### src/rtl/mc_ctrl_if.sv
// mc_ctrl_if: IR/ALU-flag/memory-ack inputs and the datapath control outputs of the multi-cycle controller.
interface mc_ctrl_if #(parameter int CNT_W = 32);
    logic [31:0]      instr;
    logic             alu_zero;
    logic             mem_ready;
    logic [3:0]       state;
    logic             pc_write;
    logic [1:0]       pc_src;
    logic             ir_write;
    logic             mem_read;
    logic             mem_write;
    logic             reg_write;
    logic [1:0]       reg_dst;
    logic [1:0]       mem_to_reg;
    logic [1:0]       alu_src_a;
    logic [1:0]       alu_src_b;
    logic             ext_op;
    logic [4:0]       alu_op;
    logic             illegal;
    logic [CNT_W-1:0] instret;

    modport master (
        input  instr, alu_zero, mem_ready,
        output state, pc_write, pc_src, ir_write, mem_read, mem_write, reg_write,
               reg_dst, mem_to_reg, alu_src_a, alu_src_b, ext_op, alu_op, illegal, instret
    );
    modport slave (
        output instr, alu_zero, mem_ready,
        input  state, pc_write, pc_src, ir_write, mem_read, mem_write, reg_write,
               reg_dst, mem_to_reg, alu_src_a, alu_src_b, ext_op, alu_op, illegal, instret
    );
endinterface

### src/rtl/mc_ctrl.sv
// mc_ctrl: multi-cycle MIPS control FSM stepping each instruction through fetch/decode/exec/mem/wb.
module mc_ctrl #(
    parameter bit TRAP_ON_ILLEGAL = 1'b1,
    parameter int CNT_W           = 32
) (
    input logic        clk,
    input logic        rst_n,
    mc_ctrl_if.master  bus_io
);
    localparam logic [4:0] A_NOP = 5'd0,  A_LUI = 5'd1,  A_ADD = 5'd2,  A_SUB = 5'd3,
                           A_AND = 5'd4,  A_OR  = 5'd5,  A_XOR = 5'd6,  A_NOR = 5'd7,
                           A_SLT = 5'd8,  A_SLTU = 5'd9, A_SLL = 5'd10, A_SRL = 5'd11,
                           A_SRA = 5'd12, A_BEQ = 5'd13, A_BNE = 5'd14, A_ADDU = 5'd15,
                           A_SUBU = 5'd16;

    typedef enum logic [3:0] {
        FETCH, DECODE, EXEC_R, EXEC_I, WB_ALU, MEM_ADDR, MEM_RD, WB_MEM, MEM_WR, BRANCH, JUMP, TRAP
    } state_t;

    state_t           state_q, state_d;
    logic             illegal_q, illegal_d;
    logic [CNT_W-1:0] instret_q, instret_d;

    logic [5:0] op, fn;
    logic [4:0] r_op, i_op;
    logic       r_ok, shift, jr, ext;
    logic       is_r, is_i, is_mem, is_br, is_j, legal;
    logic       pcw, irw, mrd, mwr, rgw, ret;

    assign op     = bus_io.instr[31:26];
    assign fn     = bus_io.instr[5:0];
    assign is_r   = op == 6'h00;
    assign is_i   = op[5:3] == 3'b001;
    assign is_mem = op == 6'h23 || op == 6'h2B;
    assign is_br  = op == 6'h04 || op == 6'h05;
    assign is_j   = op == 6'h02 || op == 6'h03;
    assign legal  = is_r ? r_ok : (is_i | is_mem | is_br | is_j);

    always_comb begin
        r_op  = A_NOP;
        r_ok  = 1'b1;
        shift = 1'b0;
        jr    = 1'b0;
        case (fn)
            6'h20: r_op = A_ADD;
            6'h21: r_op = A_ADDU;
            6'h22: r_op = A_SUB;
            6'h23: r_op = A_SUBU;
            6'h24: r_op = A_AND;
            6'h25: r_op = A_OR;
            6'h26: r_op = A_XOR;
            6'h27: r_op = A_NOR;
            6'h2A: r_op = A_SLT;
            6'h2B: r_op = A_SLTU;
            6'h00: begin r_op = A_SLL; shift = 1'b1; end
            6'h02: begin r_op = A_SRL; shift = 1'b1; end
            6'h03: begin r_op = A_SRA; shift = 1'b1; end
            6'h04: r_op = A_SLL;
            6'h06: r_op = A_SRL;
            6'h07: r_op = A_SRA;
            6'h08: jr = 1'b1;
            default: r_ok = 1'b0;
        endcase
        i_op = A_NOP;
        ext  = 1'b1;
        case (op)
            6'h08: i_op = A_ADD;
            6'h09: i_op = A_ADDU;
            6'h0A: i_op = A_SLT;
            6'h0B: i_op = A_SLTU;
            6'h0C: begin i_op = A_AND; ext = 1'b0; end
            6'h0D: begin i_op = A_OR;  ext = 1'b0; end
            6'h0E: begin i_op = A_XOR; ext = 1'b0; end
            6'h0F: i_op = A_LUI;
            default: ;
        endcase
    end

    always_comb begin
        state_d           = state_q;
        illegal_d         = illegal_q;
        ret               = 1'b0;
        pcw               = 1'b0;
        irw               = 1'b0;
        mrd               = 1'b0;
        mwr               = 1'b0;
        rgw               = 1'b0;
        bus_io.pc_src     = 2'b00;
        bus_io.reg_dst    = 2'b00;
        bus_io.mem_to_reg = 2'b00;
        bus_io.alu_src_a  = 2'b00;
        bus_io.alu_src_b  = 2'b00;
        bus_io.ext_op     = 1'b1;
        bus_io.alu_op     = A_NOP;
        case (state_q)
            FETCH: begin
                mrd              = 1'b1;
                bus_io.alu_src_b = 2'b01;
                bus_io.alu_op    = A_ADD;
                irw              = bus_io.mem_ready;
                pcw              = bus_io.mem_ready;
                state_d          = bus_io.mem_ready ? DECODE : FETCH;
            end
            DECODE: begin
                bus_io.alu_src_b = 2'b11;
                bus_io.alu_op    = A_ADD;
                state_d = !legal ? (TRAP_ON_ILLEGAL ? TRAP : FETCH) :
                          is_r   ? (jr ? JUMP : EXEC_R) :
                          is_i   ? EXEC_I :
                          is_mem ? MEM_ADDR :
                          is_br  ? BRANCH : JUMP;
                illegal_d = illegal_q | (!legal & TRAP_ON_ILLEGAL);
                ret       = !legal & !TRAP_ON_ILLEGAL;
            end
            EXEC_R: begin
                bus_io.alu_src_a = shift ? 2'b10 : 2'b01;
                bus_io.alu_op    = r_op;
                state_d          = WB_ALU;
            end
            EXEC_I: begin
                bus_io.alu_src_a = 2'b01;
                bus_io.alu_src_b = 2'b10;
                bus_io.ext_op    = ext;
                bus_io.alu_op    = i_op;
                state_d          = WB_ALU;
            end
            WB_ALU: begin
                rgw            = 1'b1;
                bus_io.reg_dst = is_r ? 2'b01 : 2'b00;
                state_d        = FETCH;
                ret            = 1'b1;
            end
            MEM_ADDR: begin
                bus_io.alu_src_a = 2'b01;
                bus_io.alu_src_b = 2'b10;
                bus_io.alu_op    = A_ADD;
                state_d          = op == 6'h23 ? MEM_RD : MEM_WR;
            end
            MEM_RD: begin
                mrd     = 1'b1;
                state_d = bus_io.mem_ready ? WB_MEM : MEM_RD;
            end
            WB_MEM: begin
                rgw               = 1'b1;
                bus_io.mem_to_reg = 2'b01;
                state_d           = FETCH;
                ret               = 1'b1;
            end
            MEM_WR: begin
                mwr     = 1'b1;
                state_d = bus_io.mem_ready ? FETCH : MEM_WR;
                ret     = bus_io.mem_ready;
            end
            BRANCH: begin
                bus_io.alu_src_a = 2'b01;
                bus_io.alu_op    = op[0] ? A_BNE : A_BEQ;
                bus_io.pc_src    = 2'b01;
                pcw              = bus_io.alu_zero;
                state_d          = FETCH;
                ret              = 1'b1;
            end
            JUMP: begin
                pcw               = 1'b1;
                bus_io.pc_src     = is_r ? 2'b11 : 2'b10;
                rgw               = op == 6'h03;
                bus_io.reg_dst    = op == 6'h03 ? 2'b10 : 2'b00;
                bus_io.mem_to_reg = op == 6'h03 ? 2'b10 : 2'b00;
                state_d           = FETCH;
                ret               = 1'b1;
            end
            TRAP: ;
            default: state_d = FETCH;
        endcase
        instret_d = instret_q + CNT_W'(ret);
    end

    always_ff @(posedge clk) begin
        if (!rst_n) begin
            state_q   <= FETCH;
            illegal_q <= 1'b0;
            instret_q <= '0;
        end else begin
            state_q   <= state_d;
            illegal_q <= illegal_d;
            instret_q <= instret_d;
        end
    end

    // Reset overrides every strobe so an aborted instruction writes nothing.
    assign bus_io.pc_write  = pcw & rst_n;
    assign bus_io.ir_write  = irw & rst_n;
    assign bus_io.mem_read  = mrd & rst_n;
    assign bus_io.mem_write = mwr & rst_n;
    assign bus_io.reg_write = rgw & rst_n;
    assign bus_io.state     = state_q;
    assign bus_io.illegal   = illegal_q;
    assign bus_io.instret   = instret_q;
endmodule

### src/flat_wrapper.sv
// flat-port wrapper written by rule: the top's interface ports become plain ports
module mc_ctrl_flat 
#(
    parameter bit TRAP_ON_ILLEGAL = 1'b1,
    parameter int CNT_W           = 32
)
  (clk, rst_n, bus_io_instr, bus_io_alu_zero, bus_io_mem_ready, bus_io_state, bus_io_pc_write, bus_io_pc_src, bus_io_ir_write, bus_io_mem_read, bus_io_mem_write, bus_io_reg_write, bus_io_reg_dst, bus_io_mem_to_reg, bus_io_alu_src_a, bus_io_alu_src_b, bus_io_ext_op, bus_io_alu_op, bus_io_illegal, bus_io_instret);
  mc_ctrl_if #(.CNT_W(CNT_W)) bus_io_i ();
  input logic clk;
  input logic rst_n;
  input wire logic [$bits(bus_io_i.instr)-1:0] bus_io_instr;
  input wire logic [$bits(bus_io_i.alu_zero)-1:0] bus_io_alu_zero;
  input wire logic [$bits(bus_io_i.mem_ready)-1:0] bus_io_mem_ready;
  output wire logic [$bits(bus_io_i.state)-1:0] bus_io_state;
  output wire logic [$bits(bus_io_i.pc_write)-1:0] bus_io_pc_write;
  output wire logic [$bits(bus_io_i.pc_src)-1:0] bus_io_pc_src;
  output wire logic [$bits(bus_io_i.ir_write)-1:0] bus_io_ir_write;
  output wire logic [$bits(bus_io_i.mem_read)-1:0] bus_io_mem_read;
  output wire logic [$bits(bus_io_i.mem_write)-1:0] bus_io_mem_write;
  output wire logic [$bits(bus_io_i.reg_write)-1:0] bus_io_reg_write;
  output wire logic [$bits(bus_io_i.reg_dst)-1:0] bus_io_reg_dst;
  output wire logic [$bits(bus_io_i.mem_to_reg)-1:0] bus_io_mem_to_reg;
  output wire logic [$bits(bus_io_i.alu_src_a)-1:0] bus_io_alu_src_a;
  output wire logic [$bits(bus_io_i.alu_src_b)-1:0] bus_io_alu_src_b;
  output wire logic [$bits(bus_io_i.ext_op)-1:0] bus_io_ext_op;
  output wire logic [$bits(bus_io_i.alu_op)-1:0] bus_io_alu_op;
  output wire logic [$bits(bus_io_i.illegal)-1:0] bus_io_illegal;
  output wire logic [$bits(bus_io_i.instret)-1:0] bus_io_instret;
  assign bus_io_i.instr = bus_io_instr;
  assign bus_io_i.alu_zero = bus_io_alu_zero;
  assign bus_io_i.mem_ready = bus_io_mem_ready;
  assign bus_io_state = bus_io_i.state;
  assign bus_io_pc_write = bus_io_i.pc_write;
  assign bus_io_pc_src = bus_io_i.pc_src;
  assign bus_io_ir_write = bus_io_i.ir_write;
  assign bus_io_mem_read = bus_io_i.mem_read;
  assign bus_io_mem_write = bus_io_i.mem_write;
  assign bus_io_reg_write = bus_io_i.reg_write;
  assign bus_io_reg_dst = bus_io_i.reg_dst;
  assign bus_io_mem_to_reg = bus_io_i.mem_to_reg;
  assign bus_io_alu_src_a = bus_io_i.alu_src_a;
  assign bus_io_alu_src_b = bus_io_i.alu_src_b;
  assign bus_io_ext_op = bus_io_i.ext_op;
  assign bus_io_alu_op = bus_io_i.alu_op;
  assign bus_io_illegal = bus_io_i.illegal;
  assign bus_io_instret = bus_io_i.instret;
  mc_ctrl #(.TRAP_ON_ILLEGAL(TRAP_ON_ILLEGAL), .CNT_W(CNT_W)) u_core (.clk(clk), .rst_n(rst_n), .bus_io(bus_io_i));
endmodule
### config.mk
export PLATFORM = sky130hd
export DESIGN_NAME = mc_ctrl_flat
export DESIGN_NICKNAME = d
export VERILOG_FILES = /design/src/rtl/mc_ctrl_if.sv /design/src/rtl/mc_ctrl.sv /design/src/flat_wrapper.sv
export SDC_FILE = /design/constraint.sdc
export NUM_CORES = 1
export LEC_CHECK = 0
export ABC_AREA = 1
export CAP_MARGIN = 20
export CELL_PAD_IN_SITES_DETAIL_PLACEMENT = 0
export CELL_PAD_IN_SITES_GLOBAL_PLACEMENT = 1
export CORE_MARGIN = 2
export CORE_UTILIZATION = 32
export DETAILED_ROUTE_END_ITERATION = 12
export GPL_TIMING_DRIVEN = 0
export PLACE_DENSITY_LB_ADDON = 0.15
export SETUP_SLACK_MARGIN = 0.4
export SLEW_MARGIN = 5
export SYNTH_ARGS = -nofsm -noshare
export SYNTH_HDL_FRONTEND = slang
export SYNTH_SLANG_ARGS = --single-unit
### constraint.sdc
create_clock -name clk -period 4.3 [get_ports clk]
set_input_delay 1.29 -clock clk [delete_from_list [all_inputs] [get_ports clk]]
set_output_delay 1.29 -clock clk [all_outputs]
set_load 0.01 [all_outputs]
Word level (Yosys, flattened, before mapping) --
Index checks and enable logic that the tools add are counted.
Storage, ports and cells: input port bits 36, output and inout bits 58, bits in registers 37, word-level logic and storage cells 111
Cells by class: mux-type cells 36, bitwise gates (word level) 9, reductions and logical operators 20, $add $sub $neg 1, equality and inequality tests 42
Operators with widths (number):
- 6-bit == test, second input constant | 12
- 5-bit case mux with 13 select lines | 1
- 6-bit by 4-bit == test with 1-bit output, second input constant | 9
- 32-bit by 1-bit adder with 32-bit output | 1
- 4-bit case mux with 8 select lines | 1
- 6-bit by 3-bit == test with 1-bit output, second input constant | 5
- 4-bit 2-to-1 mux | 7
- 4-bit case mux with 7 select lines | 1
- 6-bit by 2-bit == test with 1-bit output, second input constant | 4
- 5-bit case mux with 4 select lines | 1
- 17-bit OR reduction | 1
- 4-bit by 3-bit == test with 1-bit output, second input constant | 4
- 4-bit == test, second input constant | 4
- 2-bit case mux with 2 select lines | 4
- 2-bit OR reduction | 7
- 1-bit 2-to-1 mux | 13
- 6-bit logical NOT | 2
- 3-bit OR reduction | 4
- 4-bit by 2-bit == test with 1-bit output, second input constant | 2
- 2-bit 2-to-1 mux | 4
- 2-bit case mux with 3 select lines | 1
- 1-bit AND | 5
- 4-bit by 1-bit == test with 1-bit output, second input constant | 1
- 4-bit logical NOT | 1
- 7 further kinds | 13

Longest topological paths before layout --
Gate-level depths: netlist (run 1).
depth in word-level cells 8, mapped depth 15

Worst setup path before layout (run 1) --
No wires, ideal clock.
kind in2out, start in bus_io_instr[5], end out bus_io_alu_op[4], required time 3.010 ns, data arrival time 2.203 ns, stages on the path 7, path slack 0.807 ns, path through nor2_1 -> nand2_1 -> nor2_1 -> nor2_1 -> nand2_1 -> nand2_1 -> nor4_1
On the way: word-level cells in the longest chain between the ends 4, elaborated cells on any way between the ends 21, classes of those cells eq/ne (15); mux (2); reduce/logical (4)
RTL lines:
- from (decl) | RTL line flat_wrapper.sv:11 | input wire logic [$bits(bus_io_i.instr)-1:0] bus_io_instr;
- 6-bit by 3-bit == test with 1-bit output, or another cell as far along | RTL line mc_ctrl.sv:44 | case (fn)
- 2-bit OR reduction (no line)
- 5-bit case mux with 13 select lines (*) | RTL line mc_ctrl.sv:44
- 5-bit case mux with 4 select lines (*) | RTL line mc_ctrl.sv:95 | case (state_q)
- to (decl) | RTL line flat_wrapper.sv:26 | output wire logic [$bits(bus_io_i.alu_op)-1:0] bus_io_alu_op;
Mark *: on every way between the ends. The rest lies on a longest branch, timed or not.

Final worst setup path (run 1) --
start in bus_io_instr[3], end out bus_io_alu_op[1]
The elaborated chain is that of the path after synthesis.

==> metrics.txt, run 1 <==
Pre-Repair DR Iteration Count=4; worst path cell trace=dlygate4sd2_1 > inv_1 > nand2_2 > o22ai_1 > o21ai_0 > nand3_1 > dlygate4sd2_1; Sw Pwr=0.277 mW; sequential power share=42.6%; # port buffers=72; RD Place Congestion=0.845; period utilization=88.7%; maximum vdd ir drop=0.153 mV; Die W=94.1 um; reg2reg setup slack=1.38 ns; die area=8860 sq um; post-route antenna net violation count=0; non-filler cells, final=617; final layout net count=553; first-pass GRT wire length=13,500 um; Internal Power=0.587 mW; vias in the first global route=2,802; CP max-delay cell=dlygate4sd2_1; CP most frequent cell=dlygate4sd2_1; Worst-Skew Late Latency=0.29 ns; critical path's largest stage delay=0.30 ns; startpoint types=primary input; Sink Count=37; CP required=3.01 ns; Layout area overhead=39.2%; effective utilization at floorplan=33.3%; drc violations=0; most frequent cell after synthesis=nand2_1; CP max FO=4; CP delay by family, top=buffers and inverters; fin crit period=3.81 ns; H-Tree Level Count=2; Final TNS setup=0 ns; dpl ws=-0.196 ns; DR vias=2,976; pwr/cell area=239 nW/um^2; Synth Cell Area=2600 sq um; layout cells sized above 1=13.8%; Final Hold Vio Count=0; status=complete, no violations; Synthesis Warnings=0; TritonCTS clock tree=yes; post-route setup slack=0.486 ns; fmax=262 MHz; Vias/cell=4.82; sequential area share after synthesis=28.5%; Seq cells post-synth=37; Synth cell types=34; max-cap violation count=0; CP Class=in2out; Avg Inst Size Synth=6.02 sq um; Hold Slack=0.469 ns; Clock power frac=28.8%; worst slew pin tran=0.604 ns; Synth area leaders=dfxtp_1, nand2_1, nor2_1; clk_skew=0.00588 ns; total core area=7810 sq um; area leader, netlist=dfxtp_1; Post-synth top flop=dfxtp_1; n_diodes=0; syn_nets=470; I/O pin count=94; Total GRT Usage=19.2%; Switching Share=32.0%; FFs w/ async S/R, synth=0%; final setup fails=0; Die H=94.1 um; RSZ-0062 raised after global routing=true; slew margin rel.=59.8%; clock tree root buffer cell=clkbuf_8; Gate Count Post-Synth=432; wirelength, routed=8190 um; Cell Rows=32; Post-synth EDFFs=0; largest net degree at the start of global routing=11; antenna violations before repair=0; worst min path class=reg2reg; Comb pwr share=28.6%; post-DR wirelength/cell=13.3 um; share of the synthesized area in the top cell type=28.5%; cts bufs inserted=5; CP endpoint kind=output port; top post-synthesis cells by count=nand2_1, nor2_1, inv_1; placed cell count=606; Worst EP arrival=2.52 ns; DRT iter0 DRCs=145; Worst Path Buf+Inv=3; CTS clk-pin slew, worst paths=0.07 ns; LEAKAGE=1.48 nW; Post-DP HPWL=6620 um; grt ovf=0; clk buf depth=2; Final Max Tran Viols=0
-- logic make-up (layout without fill, tap and decap cells) --
kind of cell,after synthesis,in the layout,synth area share [%]
AOI/OAI and AO/OA,64,64,13.6
DFF,37,37,28.5
xor gates and xnor gates,3,3,1.01
and+or+nand+nor,258,258,46.1
adders and majority gates,2,2,0.963
buffers and inverters,68,151,9.82
-- worst reg2reg max path, cell delays in order, from the launching register on --
cell and delay, ns:
dfxtp_1 0.48, inv_2 0.07, nor2_1 0.14, inv_1 0.10
nor2_1 0.25, inv_1 0.14, o2111ai_1 0.12, ha_1 0.21
ha_1 0.25, nand2_1 0.11, nor2_1 0.27, inv_2 0.08
nor2_2 0.28, nand2_1 0.13, o21ai_1 0.15, a21oi_1 0.05
-- state kept, by name (all words and copies together), names as in the netlist --
signal / flops
u_core.bus_io.instret: 32
u_core.bus_io.illegal: 1
u_core.bus_io.state: 4
-- worst paths after layout --
kind | startpoint | cells after the start | end
worst min-delay path | u_core.bus_io.illegal | 2 | u_core.bus_io.illegal
worst min register to register | u_core.bus_io.illegal | 2 | u_core.bus_io.illegal
worst max-delay path | bus_io_instr[3] | 7 | bus_io_alu_op[1]
worst max register to register | u_core.bus_io.state[1] | 15 | u_core.bus_io.instret[16]
-- layout make-up --
| type | count | area (sq um) |
|---|---|---|
| fillers | 846 | 4190 |
| multi-input cells | 327 | 1680 |
| flip-flops and latches | 37 | 741 |
| repair buffers | 76 | 721 |
| inverters | 64 | 240 |
| well taps | 102 | 128 |
| clock buffers | 7 | 86.3 |
| plain buffers | 4 | 17.5 |
-- stage by stage --
stage / utilization (%) / cell area [sq um] / power [mW]
3_5_place_dp: 44.2 / 3450 / 0.627
3_3_place_gp: 44.2 / 3450 / 0.628
6_report: 46.3 / 3620 / 0.864
5_1_grt: 46.3 / 3620 / 0.913
2_1_floorplan: - / 2600 / 0.503
4_1_cts: 45.9 / 3590 / 0.871
-- power groups by stage --
stage,Combinational [mW],Sequential (mW),Clock [mW]
after global routing,0.275,0.370,0.269
after global placement,0.252,0.376,0
after detailed placement,0.251,0.376,0
after CTS,0.246,0.368,0.257
after floorplan,0.124,0.378,0
final,0.247,0.368,0.249
-- layer usage --
layer / global-route usage, % / part of all wire, % / vias to the layer above
met5: 0 / 0 / -
met3: 2.81 / 5.1 / 6
met2: 28.3 / 42 / 76
met4: 3.26 / 0.72 / 0
li1: - / - / 1566
met1: 29.6 / 52 / 1328
-- cell usage in the layout (no fill, tap or decap), types with 3 or more instances in the layout --
cell,count
nand2_1,105
nor2_1,57
inv_1,54
clkdlybuf4s50_1,45
dfxtp_1,37
a21oi_1,33
nand3_1,28
dlygate4sd2_1,17
o21ai_0,15
nor2_2,13
inv_2,10
nor3_1,10
nand4_1,8
nand2_2,7
nor3_2,7
nor2_4,6
or2_0,6
clkbuf_8,6
o21ai_1,4
buf_4,4
nand3_2,3
clkbuf_2,3
buf_2,3
clkbuf_1,3
xor2_1,3
clkdlybuf4s15_2,3
dlymetal6s2s_1,3
-- repair_timing --
item	4_1_cts	5_1_grt
resized for setup	57	18
cloned	0	0
pin swaps	4	3
hold buffers	0	0
endpoints found under the setup margin	17	9
buffers inserted	3	1
No activity file was read; power rests on OpenSTA's default activity.
==> inputs of run 2 (changes only) <==
--- a/config.mk
+++ b/config.mk
@@ -6,6 +6,7 @@
 export NUM_CORES = 1
 export LEC_CHECK = 0
 export ABC_AREA = 1
+export ABC_CLOCK_PERIOD_IN_PS = 4300
 export CAP_MARGIN = 20
 export CELL_PAD_IN_SITES_DETAIL_PLACEMENT = 0
 export CELL_PAD_IN_SITES_GLOBAL_PLACEMENT = 1
==> results of run 2 <==
No change in the layout: final DEF, timing and power equal those of run 1.
==> inputs of run 3 (changes only) <==
--- a/config.mk
+++ b/config.mk
@@ -6,7 +6,6 @@
 export NUM_CORES = 1
 export LEC_CHECK = 0
 export ABC_AREA = 1
-export ABC_CLOCK_PERIOD_IN_PS = 4300
 export CAP_MARGIN = 20
 export CELL_PAD_IN_SITES_DETAIL_PLACEMENT = 0
 export CELL_PAD_IN_SITES_GLOBAL_PLACEMENT = 1
==> results of run 3 <==
No change in the layout: final DEF, timing and power equal those of run 1.
